File: config.mk
export PLATFORM = sky130hd
export DESIGN_NAME = store_data_queue
export DESIGN_NICKNAME = d
export VERILOG_FILES = /design/src/rtl/store_data_queue.sv
export SDC_FILE = /design/constraint.sdc
export NUM_CORES = 2
export LEC_CHECK = 0
export CORE_UTILIZATION = 55
export CTS_BUF_LIST = sky130_fd_sc_hd__clkbuf_2 sky130_fd_sc_hd__clkbuf_4 sky130_fd_sc_hd__clkbuf_8
export DETAILED_ROUTE_END_ITERATION = 8
export PLACE_DENSITY = 0.83
export RECOVER_POWER = 100
export SLEW_MARGIN = 20
export SYNTH_ARGS = -nofsm -noshare
export SYNTH_HDL_FRONTEND = slang
export SYNTH_SLANG_ARGS = --single-unit
export TNS_END_PERCENT = 10
File: constraint.sdc
create_clock -name i_clk -period 20.1 [get_ports i_clk]
set_clock_uncertainty 0.1 [all_clocks]
set_input_delay 4.02 -clock i_clk [delete_from_list [all_inputs] [get_ports i_clk]]
set_output_delay 4.02 -clock i_clk [all_outputs]
set_load 0.05 [all_outputs]
File: src/rtl/store_data_queue.sv
// store_data_queue: posted write-back buffer between the D-cache and the system bus.
// Dirty-line evictions are queued in a DEPTH-entry FIFO and drained in order: an arbiter
// request, one address beat, then LINE_BEATS data beats. A lookup port reports whether a
// load's line is still pending (queued or in flight).
//
// Ports:
//   i_clk, i_reset        clock, synchronous active-high reset
//   i_enq_valid/o_enq_ready, i_enq_addr, i_enq_data   line enqueue (beat0 = low bits)
//   i_lookup_addr/o_lookup_hit                        combinational pending-line check
//   o_count               valid entries including the in-flight head
//   o_done                1-cycle pulse when a line finishes
//   o_abtr_reqcyc/i_abtr_grant                        bus arbiter handshake
//   o_bus_busy            bus owned from the address beat through the end cycle
//   o_main_bus_reqcyc/i_main_bus_reqack, o_main_bus_req, o_main_bus_reqtag  request channel
//   o_main_bus_respack    tied 0, writes get no response
//
// Build option: define STORE_DATA_QUEUE_COALESCE_EN to merge an enqueue into a queued
// (not in-flight) entry of the same line instead of allocating a new slot.

`ifndef SYSBUS_WRITE
`define SYSBUS_WRITE 1'b0
`endif
`ifndef SYSBUS_MEMORY
`define SYSBUS_MEMORY 4'b0001
`endif

module store_data_queue #(
    parameter int unsigned BUS_DATA_WIDTH = 64,
    parameter int unsigned LINE_BEATS     = 8,
    parameter int unsigned DEPTH          = 4,
    parameter int unsigned BUS_TAG_WIDTH  = 13
) (
    input  logic                                 i_clk,
    input  logic                                 i_reset,
    input  logic                                 i_enq_valid,
    output logic                                 o_enq_ready,
    input  logic [BUS_DATA_WIDTH-1:0]            i_enq_addr,
    input  logic [BUS_DATA_WIDTH*LINE_BEATS-1:0] i_enq_data,
    input  logic [BUS_DATA_WIDTH-1:0]            i_lookup_addr,
    output logic                                 o_lookup_hit,
    output logic [$clog2(DEPTH):0]               o_count,
    output logic                                 o_done,
    output logic                                 o_abtr_reqcyc,
    input  logic                                 i_abtr_grant,
    output logic                                 o_bus_busy,
    output logic                                 o_main_bus_reqcyc,
    input  logic                                 i_main_bus_reqack,
    output logic [BUS_DATA_WIDTH-1:0]            o_main_bus_req,
    output logic [BUS_TAG_WIDTH-1:0]             o_main_bus_reqtag,
    output logic                                 o_main_bus_respack
);

    localparam int unsigned LINE_W = BUS_DATA_WIDTH * LINE_BEATS;
    localparam int unsigned PTR_W  = $clog2(DEPTH);
    localparam int unsigned CNT_W  = PTR_W + 1;
    localparam int unsigned BEAT_W = $clog2(LINE_BEATS);

    // Byte-offset bits within one line; cleared to form the line address.
    localparam logic [BUS_DATA_WIDTH-1:0] LINE_OFS_MASK =
        BUS_DATA_WIDTH'(BUS_DATA_WIDTH / 8 * LINE_BEATS - 1);

    localparam logic [BUS_TAG_WIDTH-1:0] BURST_TAG =
        (BUS_TAG_WIDTH'(`SYSBUS_WRITE) << 12) | (BUS_TAG_WIDTH'(`SYSBUS_MEMORY) << 8);

    localparam logic [2:0] S_IDLE = 3'd0;
    localparam logic [2:0] S_ARB  = 3'd1;
    localparam logic [2:0] S_ADDR = 3'd2;
    localparam logic [2:0] S_DATA = 3'd3;
    localparam logic [2:0] S_END  = 3'd4;

    logic [2:0]                r_state;
    logic [BEAT_W-1:0]         r_beat;
    logic [PTR_W-1:0]          r_head;
    logic [PTR_W-1:0]          r_tail;
    logic [CNT_W-1:0]          r_count;
    logic [BUS_DATA_WIDTH-1:0] r_line_addr [DEPTH];
    logic [LINE_W-1:0]         r_line_data [DEPTH];

    logic [2:0]                w_state_nxt;
    logic [BEAT_W-1:0]         w_beat_nxt;
    logic [BUS_DATA_WIDTH-1:0] w_enq_line;
    logic [BUS_DATA_WIDTH-1:0] w_lookup_line;
    logic [DEPTH-1:0]          w_valid;
    logic                      w_in_flight;
    logic                      w_coal_hit;
    logic [PTR_W-1:0]          w_coal_idx;
    logic                      w_enq_fire;
    logic                      w_alloc;
    logic                      w_pop;
    logic [PTR_W-1:0]          w_wr_idx;
    logic [BUS_DATA_WIDTH-1:0] w_head_beat;

    assign w_enq_line    = i_enq_addr & ~LINE_OFS_MASK;
    assign w_lookup_line = i_lookup_addr & ~LINE_OFS_MASK;
    // From ARB onward the head belongs to the bus and must not be modified.
    assign w_in_flight   = (r_state != S_IDLE);

    // Slot i is valid when its distance from the head (mod DEPTH) is below the count.
    always_comb begin
        for (int i = 0; i < DEPTH; i++) begin
            w_valid[i] = {1'b0, PTR_W'(i) - r_head} < r_count;
        end
    end

    always_comb begin
        o_lookup_hit = 1'b0;
        for (int i = 0; i < DEPTH; i++) begin
            if (w_valid[i] && (r_line_addr[i] == w_lookup_line)) begin
                o_lookup_hit = 1'b1;
            end
        end
    end

    always_comb begin
        w_coal_hit = 1'b0;
        w_coal_idx = '0;
`ifdef STORE_DATA_QUEUE_COALESCE_EN
        for (int i = 0; i < DEPTH; i++) begin
            if (w_valid[i] && (r_line_addr[i] == w_enq_line) &&
                !(w_in_flight && (PTR_W'(i) == r_head))) begin
                w_coal_hit = 1'b1;
                w_coal_idx = PTR_W'(i);
            end
        end
`endif
    end

    // A coalescing write needs no free slot, so it is accepted even when full.
    assign o_enq_ready = (r_count < CNT_W'(DEPTH)) || w_coal_hit;
    assign w_enq_fire  = i_enq_valid && o_enq_ready;
    assign w_alloc     = w_enq_fire && !w_coal_hit;
    assign w_pop       = (r_state == S_END);
    assign w_wr_idx    = w_coal_hit ? w_coal_idx : r_tail;
    assign w_head_beat = r_line_data[r_head][r_beat*BUS_DATA_WIDTH +: BUS_DATA_WIDTH];

    always_comb begin
        w_state_nxt = r_state;
        w_beat_nxt  = r_beat;
        case (r_state)
            S_IDLE: if (r_count != '0) w_state_nxt = S_ARB;
            S_ARB:  if (i_abtr_grant) w_state_nxt = S_ADDR;
            S_ADDR: begin
                if (i_main_bus_reqack) begin
                    w_state_nxt = S_DATA;
                    w_beat_nxt  = '0;
                end
            end
            S_DATA: begin
                if (i_main_bus_reqack) begin
                    if (r_beat == BEAT_W'(LINE_BEATS - 1)) begin
                        w_state_nxt = S_END;
                    end else begin
                        w_beat_nxt = r_beat + BEAT_W'(1);
                    end
                end
            end
            S_END:   w_state_nxt = S_IDLE;
            default: w_state_nxt = S_IDLE;
        endcase
    end

    always_comb begin
        o_abtr_reqcyc     = 1'b0;
        o_bus_busy        = 1'b0;
        o_main_bus_reqcyc = 1'b0;
        o_main_bus_req    = '0;
        o_main_bus_reqtag = '0;
        o_done            = 1'b0;
        case (r_state)
            S_ARB: o_abtr_reqcyc = 1'b1;
            S_ADDR: begin
                o_bus_busy        = 1'b1;
                o_main_bus_reqcyc = 1'b1;
                o_main_bus_req    = r_line_addr[r_head];
                o_main_bus_reqtag = BURST_TAG;
            end
            S_DATA: begin
                o_bus_busy        = 1'b1;
                o_main_bus_reqcyc = 1'b1;
                o_main_bus_req    = w_head_beat;
                o_main_bus_reqtag = BURST_TAG;
            end
            S_END: begin
                o_bus_busy = 1'b1;
                o_done     = 1'b1;
            end
            default: ;
        endcase
    end

    assign o_count            = r_count;
    assign o_main_bus_respack = 1'b0;

    always_ff @(posedge i_clk) begin
        if (i_reset) begin
            r_state <= S_IDLE;
            r_beat  <= '0;
            r_head  <= '0;
            r_tail  <= '0;
            r_count <= '0;
        end else begin
            r_state <= w_state_nxt;
            r_beat  <= w_beat_nxt;
            if (w_alloc) r_tail <= r_tail + PTR_W'(1);
            if (w_pop)   r_head <= r_head + PTR_W'(1);
            r_count <= r_count + CNT_W'(w_alloc) - CNT_W'(w_pop);
        end
    end

    // Payload storage needs no reset; validity is tracked by head/count.
    always_ff @(posedge i_clk) begin
        if (w_enq_fire) begin
            r_line_addr[w_wr_idx] <= w_enq_line;
            r_line_data[w_wr_idx] <= i_enq_data;
        end
    end

endmodule
==> summary.log <==
[route] first-pass iteration count of the detailed router 6
[clock_network] post-CTS resize count 0
[global_routing] remaining global-route overflow 0
[die] site row count 147
[yosys] gate count of the mapped netlist 4004
[sta] final worst-path cycle share 75.04%
[global_routing] first-pass GRT wire length 329.3 mm
[clock_network] root cell of the clock tree sky130_fd_sc_hd__clkbuf_8
[clock_network] number of levels in the clock H-tree 5
[die] die boundary height 405.9 um
[yosys] mean instance size in the synthesized netlist 22.40 um2
[die] width of the chip 405.9 um
[cells_and_area] count of filler cells inserted in the layout 10030
[clock_network] Post-CTS Setup Repair Bufs 0
[die] area of the placeable core 0.1613 mm2
[cells_and_area] Sequential cell area 0.06878 mm2
[yosys] post-synthesis cell area 0.08970 mm2
[yosys] Synth top cells by count 2280 x sky130_fd_sc_hd__edfxtp_1, 632 x sky130_fd_sc_hd__mux4_2, 130 x sky130_fd_sc_hd__xnor2_1
[global_routing] pin count of the biggest net entering global routing 155
[yosys] fraction of synthesis flops using an asynchronous set or reset pin 0%
[worst_setup_path] startpoint-to-endpoint class of the critical path input port to flip-flop
[die] Starting Density 55.61%
[status] violations in the final reports capacitance limit, slew limit
[sta] unrepaired setup endpoints after global routing false
[clock_network] maximum buffer depth of the clock tree 4
[route] ANT nets after route 0
[route] average routed wire per standard cell 31.79 um
[place] number of buffer cells added on primary ports 706
[yosys] Yosys top cell area share 76.32%
[yosys] Syn. warnings 0
[sta] minimum setup slack in the final design 5.017 ns
[sta] final setup TNS 0 ns
[route] Vias 46430
[worst_setup_path] startpoint kind of the worst setup timing path input port
[sta] highest clock rate 0.06630 GHz
[worst_setup_path] CP required 20.33 ns
[clock_network] cts bufs inserted 369
[route] DRC marker count from the first detailed-route iteration 5539
[global_routing] vias in the first global route 47100
[clock_network] Skew-Pair Late Insertion Delay 1.04 ns
[route] DRC violations left 0
[worst_setup_path] endpoint class of the critical path flip-flop
[sta] count of endpoints failing hold in the final timing report 0
[sta] fin crit period 15.08 ns
[place] routability congestion estimate 0.9397
[sta] worst rel slew slack -554.1%
[die] total I/O pin count 732
[route] via density per instance 6.217
[die] die area 0.1647 mm2
[cells_and_area] share of post-route cells with drive strength above 1 23.47%
[power_and_ir_drop] Leakage Power 0.03263 uW
[sta] number of max-slew violations in the final report 2146
[power_and_ir_drop] total power divided by cell area 106.1 mW/mm2
[yosys] main area contributors after synthesis sky130_fd_sc_hd__edfxtp_1 76%, sky130_fd_sc_hd__mux4_2 16%, sky130_fd_sc_hd__xnor2_1 1.3%
[yosys] FF+latch count, synth 2295
[route] total routed wirelength 237.4 mm
[power_and_ir_drop] worst vdd rail ir drop 0.0001097 V
[yosys] largest area contributor in the netlist sky130_fd_sc_hd__edfxtp_1
[sta] final setup violation count 0
[place] pre-CTS setup slack 8.744 ns
[status] status complete, but fails checks
[yosys] top flip-flop cell by instance count after synthesis sky130_fd_sc_hd__edfxtp_1
[hold_path] Worst Hold Class flip-flop to flip-flop
[global_routing] initial antenna violation count 268
[worst_setup_path] largest fanout on the critical path 153
[yosys] post-synthesis sequential area ratio 76.66%
[clock_network] clock tree from TritonCTS yes
[cells_and_area] Synth-to-Final Area Change 17.97%
[yosys] cell with the most instances after synthesis sky130_fd_sc_hd__edfxtp_1
[clock_network] clock transition at the register clock pins on the worst setup and hold paths after CTS 0.05 ns
[yosys] Yosys cell types 44
[cells_and_area] multi-input logic area 0.01985 mm2
[worst_setup_path] data arrival at the endpoint of the critical path 15.31 ns
[power_and_ir_drop] total chip power 11230 uW
[yosys] number of enable-type register cells in the synthesized netlist 2280
[sta] worst slew pin tran 9.811 ns
[place] detailed-placement wirelength estimate 158.3 mm
[global_routing] total track usage 28.66%
[cells_and_area] fin nets 5582
[clock_network] # hold bufs at CTS 0
[clock_network] # clock sinks 2295
[job] reported max-cap violation count 34
[cell type report]
type                            instances  area share [%]
Antenna cell                          148          0.3500
Clock buffer                          476           5.582
Clock inverter                        131          0.6361
Inverter                               10         0.03547
Multi-Input combinational cell       1475           18.75
Sequential cell                      2295           64.99
Tap cell                             2160           2.554
Timing Repair Buffer                  773           7.098
[layer usage]
| layer | wire (um) | part of all wire (%) | GRT usage [%] | vias to the layer above |
|---|---|---|---|---|
| li1 | - | - | - | 18910 |
| met1 | 86690 | 37 | 38.28 | 23840 |
| met2 | 109600 | 46 | 42.46 | 2816 |
| met3 | 29430 | 12 | 10.28 | 728 |
| met4 | 10780 | 4.5 | 13.31 | 136 |
| met5 | 911 | 0.38 | 0 | - |
[cell families (layout without fill, tap and decap cells)]
family                   Yosys count  count (layout)  synth area share (%)
multiplexers                     643             643                 15.99
buffers and inverters            246            1390                 1.299
XOR/XNOR                         238             238                 2.324
AO/OA/AOI/OAI                    209             209                 1.573
other                              1             161              0.004180
flip-flops                      2295            2295                 76.66
adder cells (fa/ha/maj)           13              13                0.1897
AND/OR/NAND/NOR                  359             359                 1.960
[power breakdown]
part / switching (uW) / internal, uW / total (uW)
sequential: 158 / 6010 / 6170
clock: 1740 / 1940 / 3680
combinational: 867 / 511 / 1380
[layout by cell type (no fill, tap or decap), types with 4 or more instances in the layout]
cell / n
sky130_fd_sc_hd__clkinv_1: 80
sky130_fd_sc_hd__conb_1: 13
sky130_fd_sc_hd__inv_1: 10
sky130_fd_sc_hd__diode_2: 148
sky130_fd_sc_hd__clkdlybuf4s50_1: 67
sky130_fd_sc_hd__nand2_1: 63
sky130_fd_sc_hd__xnor2_1: 130
sky130_fd_sc_hd__nor2b_1: 63
sky130_fd_sc_hd__mux4_2: 632
sky130_fd_sc_hd__nor2_1: 124
sky130_fd_sc_hd__nor3_1: 6
sky130_fd_sc_hd__xor2_1: 108
sky130_fd_sc_hd__dlygate4sd3_1: 639
sky130_fd_sc_hd__edfxtp_1: 2280
sky130_fd_sc_hd__dfxtp_4: 4
sky130_fd_sc_hd__clkbuf_8: 373
sky130_fd_sc_hd__o21ai_0: 59
sky130_fd_sc_hd__buf_12: 4
sky130_fd_sc_hd__nand4_1: 37
sky130_fd_sc_hd__a22o_1: 8
sky130_fd_sc_hd__nor4_1: 35
sky130_fd_sc_hd__ha_1: 12
sky130_fd_sc_hd__clkbuf_1: 28
sky130_fd_sc_hd__a21oi_1: 13
sky130_fd_sc_hd__dfxtp_1: 11
sky130_fd_sc_hd__clkinvlp_4: 11
sky130_fd_sc_hd__o22ai_1: 56
sky130_fd_sc_hd__a22oi_1: 7
sky130_fd_sc_hd__mux2i_1: 9
sky130_fd_sc_hd__clkbuf_4: 103
sky130_fd_sc_hd__nand3_1: 12
sky130_fd_sc_hd__clkinv_2: 33
sky130_fd_sc_hd__and2_0: 4
sky130_fd_sc_hd__buf_4: 34
sky130_fd_sc_hd__o221ai_1: 54
[metrics by stage]
step	instance area, um2	util [%]	cells	hold slack, ns
after floorplan	89750	-	4016	0.3731
after CTS	105600	65.47	7320	0.4355
after detailed placement	99030	61.39	6713	0.4250
final	105800	65.61	7468	0.4458
after global routing	105700	65.51	7402	0.4781
after global placement	99030	61.39	6713	0.4004
[final timing paths]
path,endpoint,from,depth (start not counted),slack [ns]
hold / removal,r_state[1]$_SDFFE_PP0P_,r_state[2]$_SDFFE_PP0P_,1,0.45
hold reg to reg,r_state[1]$_SDFFE_PP0P_,r_state[2]$_SDFFE_PP0P_,1,0.45
setup reg to reg,r_line_data[2][178]$_DFFE_PP_,o_count[2]$_SDFF_PP0_,3,8.00
setup / recovery,r_line_data[2][178]$_DFFE_PP_,i_enq_valid,4,5.02
[sequential cells by signal, indices dropped and copies added (netlist names), named ones only]
register,cells
r_head,2
r_beat,3
r_tail,2
r_state,3
r_line_addr,232
r_line_data,2048
o_count,3
[critical path: stages]
cell                            delay (ns)
sky130_fd_sc_hd__dlygate4sd3_1        0.52
sky130_fd_sc_hd__nor2b_1              0.40
sky130_fd_sc_hd__and2_0               3.03
sky130_fd_sc_hd__clkbuf_1             6.92
(Power assumes the default switching activity.)
